`src/rtl/run_ctl.sv`:
```
// Run controller for the core: holds it in reset, releases it, counts RUN cycles
// until core_done or timeout, then reports completion status with registered outputs.
module run_ctl #(
  parameter int              PC_W         = 10,
  parameter logic [PC_W-1:0] PROG1_PC     = '0,
  parameter logic [PC_W-1:0] PROG2_PC     = '0,
  parameter logic [PC_W-1:0] PROG3_PC     = '0,
  parameter int              RESET_CYCLES = 2,
  parameter logic [15:0]     TIMEOUT      = 16'd50000
) (
  input  logic            clk,
  input  logic            reset,
  input  logic            start,
  input  logic [1:0]      prog_sel,
  input  logic            abort,
  input  logic            core_done,
  output logic            core_reset,
  output logic [PC_W-1:0] start_pc,
  output logic            busy,
  output logic            run_done,
  output logic            done_pulse,
  output logic            timed_out,
  output logic            bad_prog,
  output logic [15:0]     cycle_ct
);

  localparam int RC_W = (RESET_CYCLES > 1) ? $clog2(RESET_CYCLES) : 1;
  localparam logic [RC_W-1:0] RC_LOAD = RC_W'(RESET_CYCLES - 1);

  typedef enum logic [1:0] {S_IDLE, S_RESET, S_RUN, S_DONE} state_e;

  state_e          state_q;
  logic [RC_W-1:0] rst_cnt_q;
  logic            core_reset_q, busy_q, run_done_q, done_pulse_q, timed_out_q, bad_prog_q;
  logic [PC_W-1:0] start_pc_q;
  logic [15:0]     cycle_ct_q, cycle_ct_d;
  logic [PC_W-1:0] sel_pc;

  assign cycle_ct_d = cycle_ct_q + 16'd1;

  always_comb begin
    case (prog_sel)
      2'd2:    sel_pc = PROG2_PC;
      2'd3:    sel_pc = PROG3_PC;
      default: sel_pc = PROG1_PC;
    endcase
  end

  always_ff @(posedge clk) begin
    if (!reset) begin
      state_q      <= S_IDLE;
      rst_cnt_q    <= '0;
      core_reset_q <= 1'b1;
      start_pc_q   <= '0;
      busy_q       <= 1'b0;
      run_done_q   <= 1'b0;
      done_pulse_q <= 1'b0;
      timed_out_q  <= 1'b0;
      bad_prog_q   <= 1'b0;
      cycle_ct_q   <= '0;
    end else begin
      done_pulse_q <= 1'b0;
      case (state_q)
        S_IDLE, S_DONE: begin
          if (start) begin
            cycle_ct_q   <= '0;
            timed_out_q  <= 1'b0;
            core_reset_q <= 1'b1;
            if (prog_sel == 2'd0) begin
              // Invalid program: report immediately, core stays in reset
              state_q      <= S_DONE;
              bad_prog_q   <= 1'b1;
              run_done_q   <= 1'b1;
              done_pulse_q <= 1'b1;
            end else begin
              state_q    <= S_RESET;
              start_pc_q <= sel_pc;
              bad_prog_q <= 1'b0;
              run_done_q <= 1'b0;
              busy_q     <= 1'b1;
              rst_cnt_q  <= RC_LOAD;
            end
          end
        end
        S_RESET: begin
          if (abort) begin
            state_q <= S_IDLE;
            busy_q  <= 1'b0;
          end else if (rst_cnt_q == '0) begin
            state_q      <= S_RUN;
            core_reset_q <= 1'b0;
          end else begin
            rst_cnt_q <= rst_cnt_q - RC_W'(1);
          end
        end
        S_RUN: begin
          if (abort) begin
            state_q      <= S_IDLE;
            busy_q       <= 1'b0;
            core_reset_q <= 1'b1;
          end else begin
            cycle_ct_q <= cycle_ct_d;
            // core_done wins over timeout; a timed-out core is put back in reset
            if (core_done || cycle_ct_d == TIMEOUT) begin
              state_q      <= S_DONE;
              busy_q       <= 1'b0;
              run_done_q   <= 1'b1;
              done_pulse_q <= 1'b1;
              timed_out_q  <= ~core_done;
              core_reset_q <= ~core_done;
            end
          end
        end
        default: state_q <= S_IDLE;
      endcase
    end
  end

  assign core_reset = core_reset_q;
  assign start_pc   = start_pc_q;
  assign busy       = busy_q;
  assign run_done   = run_done_q;
  assign done_pulse = done_pulse_q;
  assign timed_out  = timed_out_q;
  assign bad_prog   = bad_prog_q;
  assign cycle_ct   = cycle_ct_q;

endmodule

```
`config.mk`:
```
export PLATFORM = sky130hd
export DESIGN_NAME = run_ctl
export DESIGN_NICKNAME = d
export VERILOG_FILES = /design/src/rtl/run_ctl.sv
export SDC_FILE = /design/constraint.sdc
export NUM_CORES = 1
export LEC_CHECK = 0
export BUFFER_PORTS_ARGS = -buffer_cell sky130_fd_sc_hd__buf_2
export CAP_MARGIN = 20
export CORE_ASPECT_RATIO = 0.5
export CORE_MARGIN = 3
export CORE_UTILIZATION = 55
export CTS_CLUSTER_SIZE = 16
export DETAILED_ROUTE_END_ITERATION = 10
export PLACE_DENSITY_LB_ADDON = 0.08
export SLEW_MARGIN = 20
export SYNTH_ARGS = -nofsm -noshare
export SYNTH_HDL_FRONTEND = slang
export SYNTH_SLANG_ARGS = --single-unit
```
`constraint.sdc`:
```
create_clock -name clk -period 3.55 [get_ports clk]
set_clock_uncertainty 0.1 [all_clocks]
set_input_delay 0.1775 -clock clk [delete_from_list [all_inputs] [get_ports clk]]
set_output_delay 0.1775 -clock clk [all_outputs]
set_load 0.05 [all_outputs]
```
Yosys cells after proc, flatten, opt, wreduce, memory -nomap -nowiden:

Index checks and enable logic that the tools add are counted.

* $add $sub $neg: 2
* equal/unequal tests: 13
* multiplexer cells: 37
* bitwise gates (word level): 1
* reductions and logical operators: 13

Operators by type and width (number)
* 16-bit two-way mux: 2
* 16-bit case mux with 2 select lines: 1
* 1-bit two-way mux: 21
* 16-bit by 1-bit adder with 16-bit output (second input constant): 1
* 16-bit == test (second input constant): 1
* 4-bit AND reduction: 4
* 2-bit != test (second input constant): 7
* 2-bit two-way mux: 6
* 1-bit case mux with 2 select lines: 4
* 3-bit != test (second input constant): 2
* 1-bit case mux with 3 select lines: 2
* 2-bit case mux with 3 select lines: 1
* 3-bit AND reduction: 2
* 2-bit == test (second input constant): 2
* 2-bit zero test: 2
* 2-bit nonzero test: 2
* 2-bit by 1-bit == test with 1-bit output (second input constant): 1
* 2-bit AND reduction: 1
* 2-bit OR reduction: 1
* 1-bit logical OR: 1
* 1-bit NOT: 1
* 1-bit subtractor (second input constant): 1

* register bits after elaboration: 25
* output and inout port bits: 32
* logic and storage cells: 75

Depth between registers and ports, before layout:

Gate-level depths: netlist of run 1.

* word-level depth: 6
* gate-level depth with buffers: 10
* mapped depth without buffers: 9

Worst setup path after synthesis of run 1:

Ideal clock, no wire load.

* kind: register to register
* from: register cycle_ct_q[0] (netlist: cycle_ct[0])
* to: register busy_q (netlist: busy)
* arrival time: 2.291 ns
* slack: 1.043 ns
* stages on the path, launching flop included: 9
* cell sequence: dfxtp_1 ha_1 nand2_1 o31ai_2 nand4b_1 a221oi_2 nand2_2 a211o_1 o211a_1

* word-level cells in the longest chain between the ends: 5

RTL lines
* start, declared: line 36 `logic [15:0] cycle_ct_q, cycle_ct_d;`
* start signal, assigned: line 102 `cycle_ct_q <= cycle_ct_d;`
* 16-bit by 1-bit adder with 16-bit output: line 39 `assign cycle_ct_d = cycle_ct_q + 16'd1;`
* 16-bit == test: line 104 `if (core_done || cycle_ct_d == TIMEOUT) begin`
* 1-bit logical OR: line 104
* 3-bit != test (no line)
* 4-bit AND reduction (no line)
* end signal, assigned: line 88 `busy_q <= 1'b0;`
* end signal, assigned: line 99 `busy_q <= 1'b0;`
* end signal, assigned: line 106 `busy_q <= 1'b0;`
* end, declared: line 34 `logic core_reset_q, busy_q, run_done_q, done_pulse_q, timed_out_q, bad_prog_q;`

Every way passes these cells.
A chain may end at the register's enable or synchronous reset.

Final worst setup path of run 1:

* from: register cycle_ct_q[4] (netlist: cycle_ct[4])
* to: register busy_q (netlist: busy)

The elaborated chain is that of the path after synthesis.

==> results by group, run 1 <==
Status
  – Result of the run: completed

Die
  – Top-level port count: 39
  – Die extent in x: 83.94 um
  – Area of the die: 3775 sq um
  – Die height: 44.97 um
  – Core region area: 2733 sq um
  – Initial Utilization: 61.13%
  – Total number of placement rows: 13

Clock network
  – Clk slew on worst S/H paths: 0.10 ns
  – Number of buffers on the longest clock path: 2
  – Hold buffers post-CTS: 0
  – Inserted Clock Buffers: 3
  – # resized after CTS: 0
  – Clk_lat worst skew: 0.28 ns
  – Maximum level of the CTS H-tree: 1
  – CTS tree: done
  – Postcts setup bufs: 0
  – Root Driver: clkbuf_8
  – Clock sink total: 25

Yosys
  – Predominant post-synthesis flop cell: dfxtp_1
  – Synthesis Warnings: 0
  – Number of synthesized register bits: 25
  – Unique cell type count in the Yosys netlist: 46
  – Post-Syn Instances: 226
  – Count of flip-flops with a built-in enable after synthesis: 0
  – Fraction of registers with async set/reset: 0%
  – Sequential share of the synthesized area: 29.96%
  – Post-synth design cell area: 1670 sq um
  – Mean instance size in the synthesized netlist: 7.391 sq um

Flow run
  – Max-Cap Viols: 0

Drt
  – Average routed wire per standard cell: 14.57 um
  – Number of violations reported at the end of detailed-routing iteration 0: 168
  – Via count: 1703
  – Per-cell via count in the routed design: 6.039
  – Number of nets with antenna violations after detailed routing: 0
  – DRC: 0
  – Overall routed net length: 4.110 mm
  – Number of search-and-repair iterations in the first detailed-routing pass: 5

Min path
  – Worst min path class: in -> reg

Worst setup path
  – Cell type of the slowest stage on the worst timing path: nor4_2
  – Worst Path Max Fanout: 12
  – Launching element type of the critical path: register
  – Max stage delay on crit path: 0.48 ns
  – Type of the worst setup path: reg -> reg
  – Critical path endpoint category: register
  – Critical path buffer and inverter count: 0
  – Crit path required time: 3.64 ns
  – Critical Path AT: 2.61 ns
  – Dominant delay contributor by cell family on the critical path: simple AND/OR/NAND/NOR gates
  – Sequence of cells on the critical path: nand3_2 -> nor4_2 -> nand4b_1 -> a221oi_2 -> nand2_2 -> a211o_1 -> o211a_1

Global route
  – Antenna violations before repair: 0
  – Vias in the first global route: 1381
  – Total grt overflow: 0
  – Total Routing Usage GR: 22.29%
  – Wire length of the first global-routing pass: 6.665 mm
  – Pin count of the biggest net entering global routing: 21

Timing
  – Final Cycle Share: 71.10%
  – Worst Slack Setup Final: 1.026 ns
  – Final max-slew violation count: 0
  – Max-Slew Margin vs Limit: 55.51%
  – Hold Vio Cnt, Final: 0
  – Final TNS setup: 0 ns
  – Setup repair after global routing missed its margin: no
  – Fmax: 396.2 MHz
  – Setup-failing EPs final: 0
  – Final period demand of the worst path: 2.524 ns
  – Slew of the pin with the lowest slew margin: 0.6666 ns

Pwr
  – PwrDens: 531.4 nW/um^2
  – P_leak: 0.0007202 uW
  – Worst VDD drop: 0.5256 mV

Placement
  – RD Place Congestion: 0.8506
  – Post-place setup slack: 1.089 ns
  – PortBufs: 28
  – Total placed cells including tap cells: 278
  – Half-perimeter wire length after detailed placement: 2.926 mm

Finish
  – Total area of multi-input combinational cells: 1045 sq um
  – P&R area growth vs syn: 8.614%
  – Fraction of final layout cells with drive strength greater than 1: 18.37%
  – Utilization after layout: 66.39%
  – Layout filler cell count: 256
  – Number of diodes: 0
  – Number of nets at the end of the flow: 256
  – Count of non-filler cells in the finished layout: 282
  – Area occupied by registers: 500.5 sq um
-- cell families (layout without fill, tap and decap cells) --
| group | Yosys count | in the layout | synth area share, % |
|---|---|---|---|
| simple gates | 110 | 110 | 33.93 |
| fa+ha+maj | 3 | 3 | 2.247 |
| compound gates | 55 | 55 | 22.47 |
| flops | 25 | 25 | 29.96 |
| buf+inv | 29 | 39 | 9.513 |
| mux | 1 | 1 | 0.5993 |
| xor+xnor | 2 | 2 | 1.049 |
| other cells | 1 | 10 | 0.2245 |
-- placed cells by master, fill, tap and decap left out, types with 10 or more instances in the layout --
cell / n
dfxtp_1: 25
buf_2: 28
a21oi_1: 20
nand2_1: 25
nor2_1: 29
nand3_1: 13
conb_1: 10
o21ai_0: 14
-- where the power goes --
part | total, uW | leakage [uW] | internal (uW) | switching (uW)
Sequential | 330 | 0.000203 | 310 | 19.2
Clock | 184 | 0.0000217 | 80.0 | 104
Combinational | 450 | 0.000496 | 141 | 309
-- cell type report --
type,count,area share (%)
Multi-Input combinational cell,181,57.59
Sequential cell,25,27.59
Timing Repair Buffer,30,8.552
Tap cell,37,2.552
Clock buffer,3,2.276
Inverter,5,1.034
Clock inverter,1,0.4138
-- stage by stage --
| step | hold WS, ns | power [uW] | instance area, sq um |
|---|---|---|---|
| after floorplan | 0.2109 | 684.1 | 1704 |
| final | 0.09498 | 964.1 | 1814 |
| after global routing | 0.08748 | 1025 | 1814 |
| after detailed placement | 0.3469 | 779.8 | 1765 |
| after CTS | 0.08775 | 962.9 | 1814 |
| after global placement | 0.3397 | 778.4 | 1765 |
-- cell usage after synthesis (all sizes together), types with 2 or more instances --
| cell type | n | area, sq um |
|---|---|---|
| and3b | 2 | 17.52 |
| nor2b | 5 | 31.28 |
| clkbuf | 9 | 33.78 |
| o211a | 5 | 50.05 |
| nand3b | 2 | 15.01 |
| nand4 | 5 | 31.28 |
| nor2 | 29 | 108.9 |
| inv | 5 | 18.77 |
| nor4 | 7 | 56.30 |
| xnor2 | 2 | 17.52 |
| or3 | 5 | 31.28 |
| a31oi | 2 | 12.51 |
| ha | 3 | 37.54 |
| or2 | 2 | 12.51 |
| nand3 | 14 | 75.07 |
| a311oi | 2 | 17.52 |
| nor3 | 5 | 30.03 |
| o31ai | 2 | 33.78 |
| nor3b | 3 | 22.52 |
| o21ai | 14 | 70.07 |
| a21oi | 20 | 100.1 |
| nand2b | 2 | 12.51 |
| buf | 15 | 106.4 |
| a211oi | 2 | 15.01 |
| nand2 | 26 | 100.1 |
| dfxtp | 25 | 500.5 |
-- metal layers --
metal	vias to the layer above	global-route usage, %	wire [um]
met5	-	0	0
met4	0	3.846	51
met2	92	35.86	1738
met1	767	30.68	1919
li1	831	-	-
met3	13	6.375	399
-- flip-flops by register name, summed over array words and instances (netlist names) --
| name | cells |
|---|---|
| cycle_ct | 16 |
| state_q | 2 |
| bad_prog | 1 |
| busy | 1 |
| core_reset | 1 |
| done_pulse | 1 |
| rst_cnt_q | 1 |
| run_done | 1 |
| timed_out | 1 |
-- final timing paths --
kind	from	endpoint	slack, ns	cells after the start
max	cycle_ct[4]	busy	1.03	7
min	reset	cycle_ct[12]	0.09	2
max reg2reg	cycle_ct[4]	busy	1.03	7
min reg2reg	bad_prog	bad_prog	0.36	2
Note: power is estimated with default switching activity, not from simulation.
==> run 2: changes to the inputs <==
- CORE_UTILIZATION: 55 -> 48
- clock period: 3.55 -> 2.15 ns (I/O delays scaled with it)
==> run 2 against run 1 <==
  * The run now ends with setup timing left
  * Maximum frequency is 17% higher
  * First-iteration DRC count fell by 16%
  * Sequential share of layout area down 2.8 points
  * Clock power is 62% higher
  * Non-clock buffer count grew 29
  * Hold slack lost 0.059 ns
  * Register-to-register slack got worse by 1.0 ns
  * Count of clock-buffer cells in the layout unchanged
  * Sequential power rose by 63%
  * Highest routed layer unchanged
==> results by group, run 2 (same netlist as run 1, synthesis figures left out) <==
Status
  – Result of the run: finished, violations left (was completed)
  – Violations in the final reports: setup timing

Global route
  – Antenna violations before repair: 0 (unchanged)
  – Total grt overflow: 0 (unchanged)
  – Total Routing Usage GR: 22.89% (was 22.29%)
  – Pin count of the biggest net entering global routing: 21 (unchanged)
  – Wire length of the first global-routing pass: 7.396 mm (was 6.665 mm)
  – Vias in the first global route: 1583 (was 1381)

Worst setup path
  – Cell count of the worst reg-to-reg path: 7 (unchanged)
  – Critical path endpoint category: register (unchanged)
  – Startpoint of the worst setup timing path: cycle_ct[8] (was cycle_ct[4])
  – Crit path required time: 2.23 ns (was 3.64 ns)
  – Worst Path Max Fanout: 9 (was 12)
  – Launching element type of the critical path: register (unchanged)
  – Type of the worst setup path: reg -> reg (unchanged)
  – Critical Path AT: 2.24 ns (was 2.61 ns)
  – Launch instance of the worst register-to-register path: cycle_ct[8] (was cycle_ct[4])

Pwr
  – Overall power: 1657 uW (was 964.1 uW)
  – PwrDens: 754.3 nW/um^2 (was 531.4 nW/um^2)
  – P_leak: 0.0009508 uW (was 0.0007202 uW)
  – Worst VDD drop: 0.6758 mV (was 0.5256 mV)

Placement
  – Half-perimeter wire length after detailed placement: 3.397 mm (was 2.926 mm)
  – PortBufs: 28 (unchanged)
  – RD Place Congestion: 0.9611 (was 0.8506)

Timing
  – Final TNS setup: -0.007986 ns (was 0 ns)
  – Final hold slack: 0.03630 ns (was 0.09498 ns)
  – Setup-failing EPs final: 1 (was 0)
  – Worst Slack Setup Final: -0.007986 ns (was 1.026 ns)
  – Max-Slew Margin vs Limit: 52.84% (was 55.51%)
  – Fmax: 463.4 MHz (was 396.2 MHz)
  – Setup repair after global routing missed its margin: yes (was no)
  – Slew of the pin with the lowest slew margin: 0.7066 ns (was 0.6666 ns)
  – Final Cycle Share: 100.4% (was 71.10%)
  – Hold Vio Cnt, Final: 0 (unchanged)
  – Final period demand of the worst path: 2.158 ns (was 2.524 ns)
  – Final max-slew violation count: 0 (unchanged)

Drt
  – Number of search-and-repair iterations in the first detailed-routing pass: 4 (was 5)
  – Via count: 1890 (was 1703)
  – DRC: 0 (unchanged)
  – Average routed wire per standard cell: 16.65 um (was 14.57 um)
  – Number of nets with antenna violations after detailed routing: 0 (unchanged)
  – Per-cell via count in the routed design: 6.019 (was 6.039)
  – Overall routed net length: 5.227 mm (was 4.110 mm)
  – Number of violations reported at the end of detailed-routing iteration 0: 141 (was 168)

Finish
  – Fraction of final layout cells with drive strength greater than 1: 36.50% (was 18.37%)
  – P&R area growth vs syn: 31.54% (was 8.614%)
  – Utilization after layout: 69.68% (was 66.39%)
  – Commonest non-fill, non-tap cells in the layout: nor2_1, buf_2, buf_4, nand2_1, a21oi_1 (was nor2_1, buf_2, nand2_1, dfxtp_1, a21oi_1)
  – Flip-flop count of the largest register after layout: 16 (unchanged)
  – Number of nets at the end of the flow: 285 (was 256)
  – Number of diodes: 0 (unchanged)
  – Layout filler cell count: 279 (was 256)

Min path
  – Startpoint of the lowest-slack hold path: reset (unchanged)
  – Worst min path class: in -> reg (unchanged)
  – Min-Delay Path Depth: 2 (unchanged)

Die
  – Total number of placement rows: 14 (was 13)
  – Die height: 47.72 um (was 44.97 um)
  – Top-level port count: 39 (unchanged)
  – Initial Utilization: 52.98% (was 61.13%)
  – Die extent in x: 89.43 um (was 83.94 um)
  – Area of the die: 4267 sq um (was 3775 sq um)
  – Core region area: 3153 sq um (was 2733 sq um)

Clock network
  – Clk_lat worst skew: 0.28 ns (about the same)
  – Number of buffers on the longest clock path: 2 (unchanged)
  – Clk slew on worst S/H paths: 0.10 ns (about the same)
  – CTS tree: done (unchanged)
  – Maximum level of the CTS H-tree: 1 (unchanged)
  – Inserted Clock Buffers: 3 (unchanged)
  – Clock sink total: 25 (unchanged)
  – Root Driver: clkbuf_8 (unchanged)

Flow run
  – Max-Cap Viols: 0 (unchanged)
## run 2: cell types whose count changed in the layout (fill, tap and decap cells not counted), sizes merged
cell / before / now
buf: 30 / 57
inv: 5 / 6
clkinvlp: 1 / 0
clkbuf: 3 / 5
## run 2: layout make-up
type	count	area, sq um	share of cell area [%]
flip-flops and latches	25	544.3	24.77
multi-input cells	181	1165	53.02
well taps	40	50.05	2.278
inverters	5	18.77	0.8542
repair buffers	59	371.6	16.91
clock inverters	1	6.256	0.2847
clock buffers	3	41.29	1.879
## run 2: worst paths after layout
path,end,slack (ns)
setup / recovery,busy,-0.008
hold / removal,busy,0.04
setup reg to reg,busy,-0.008
hold reg to reg,bad_prog,0.37
## run 2: critical path, cell delays in order (launching register included)
cell and delay, ns:
dfxtp_4 0.43, nand4_1 0.25, o31ai_4 0.24, nand4b_1 0.17, a221oi_4 0.30, nand2_2 0.15
a211o_1 0.32, o211a_1 0.12
## run 2: where the power goes
| group | internal (uW) | switching [uW] | total (uW) |
|---|---|---|---|
| Combinational | 288 | 533 | 821 |
| Sequential | 501 | 37.1 | 538 |
| Clock | 133 | 165 | 298 |
| Total | 922 | 736 | 1660 |
## run 2: what timing repair did
item                                   CTS  global route
setup endpoints to repair                1             8
pin swaps                                4            10
setup buffers                            5             9
endpoints found under the hold margin    0             0
resized for setup                        4            18
hold buffers                             0             0
## run 2: per-stage QoR
stage | std cells | setup WS (ns) | cell area [sq um]
after floorplan | 235 | 0.0001112 | 1752
after global placement | 296 | 0.06610 | 1926
after detailed placement | 296 | -0.04059 | 1926
after CTS | 305 | 0.003199 | 2034
after global routing | 314 | -0.1103 | 2197
final | 314 | -0.007986 | 2197
## run 2: per-layer routing
metal / up-vias / global-route usage [%] / wire (um)
li1: 890 / - / -
met5: - / 0 / 0
met3: 12 / 5.498 / 476
met1: 893 / 29.98 / 2277
met2: 95 / 38.36 / 2388
met4: 0 / 6.825 / 84
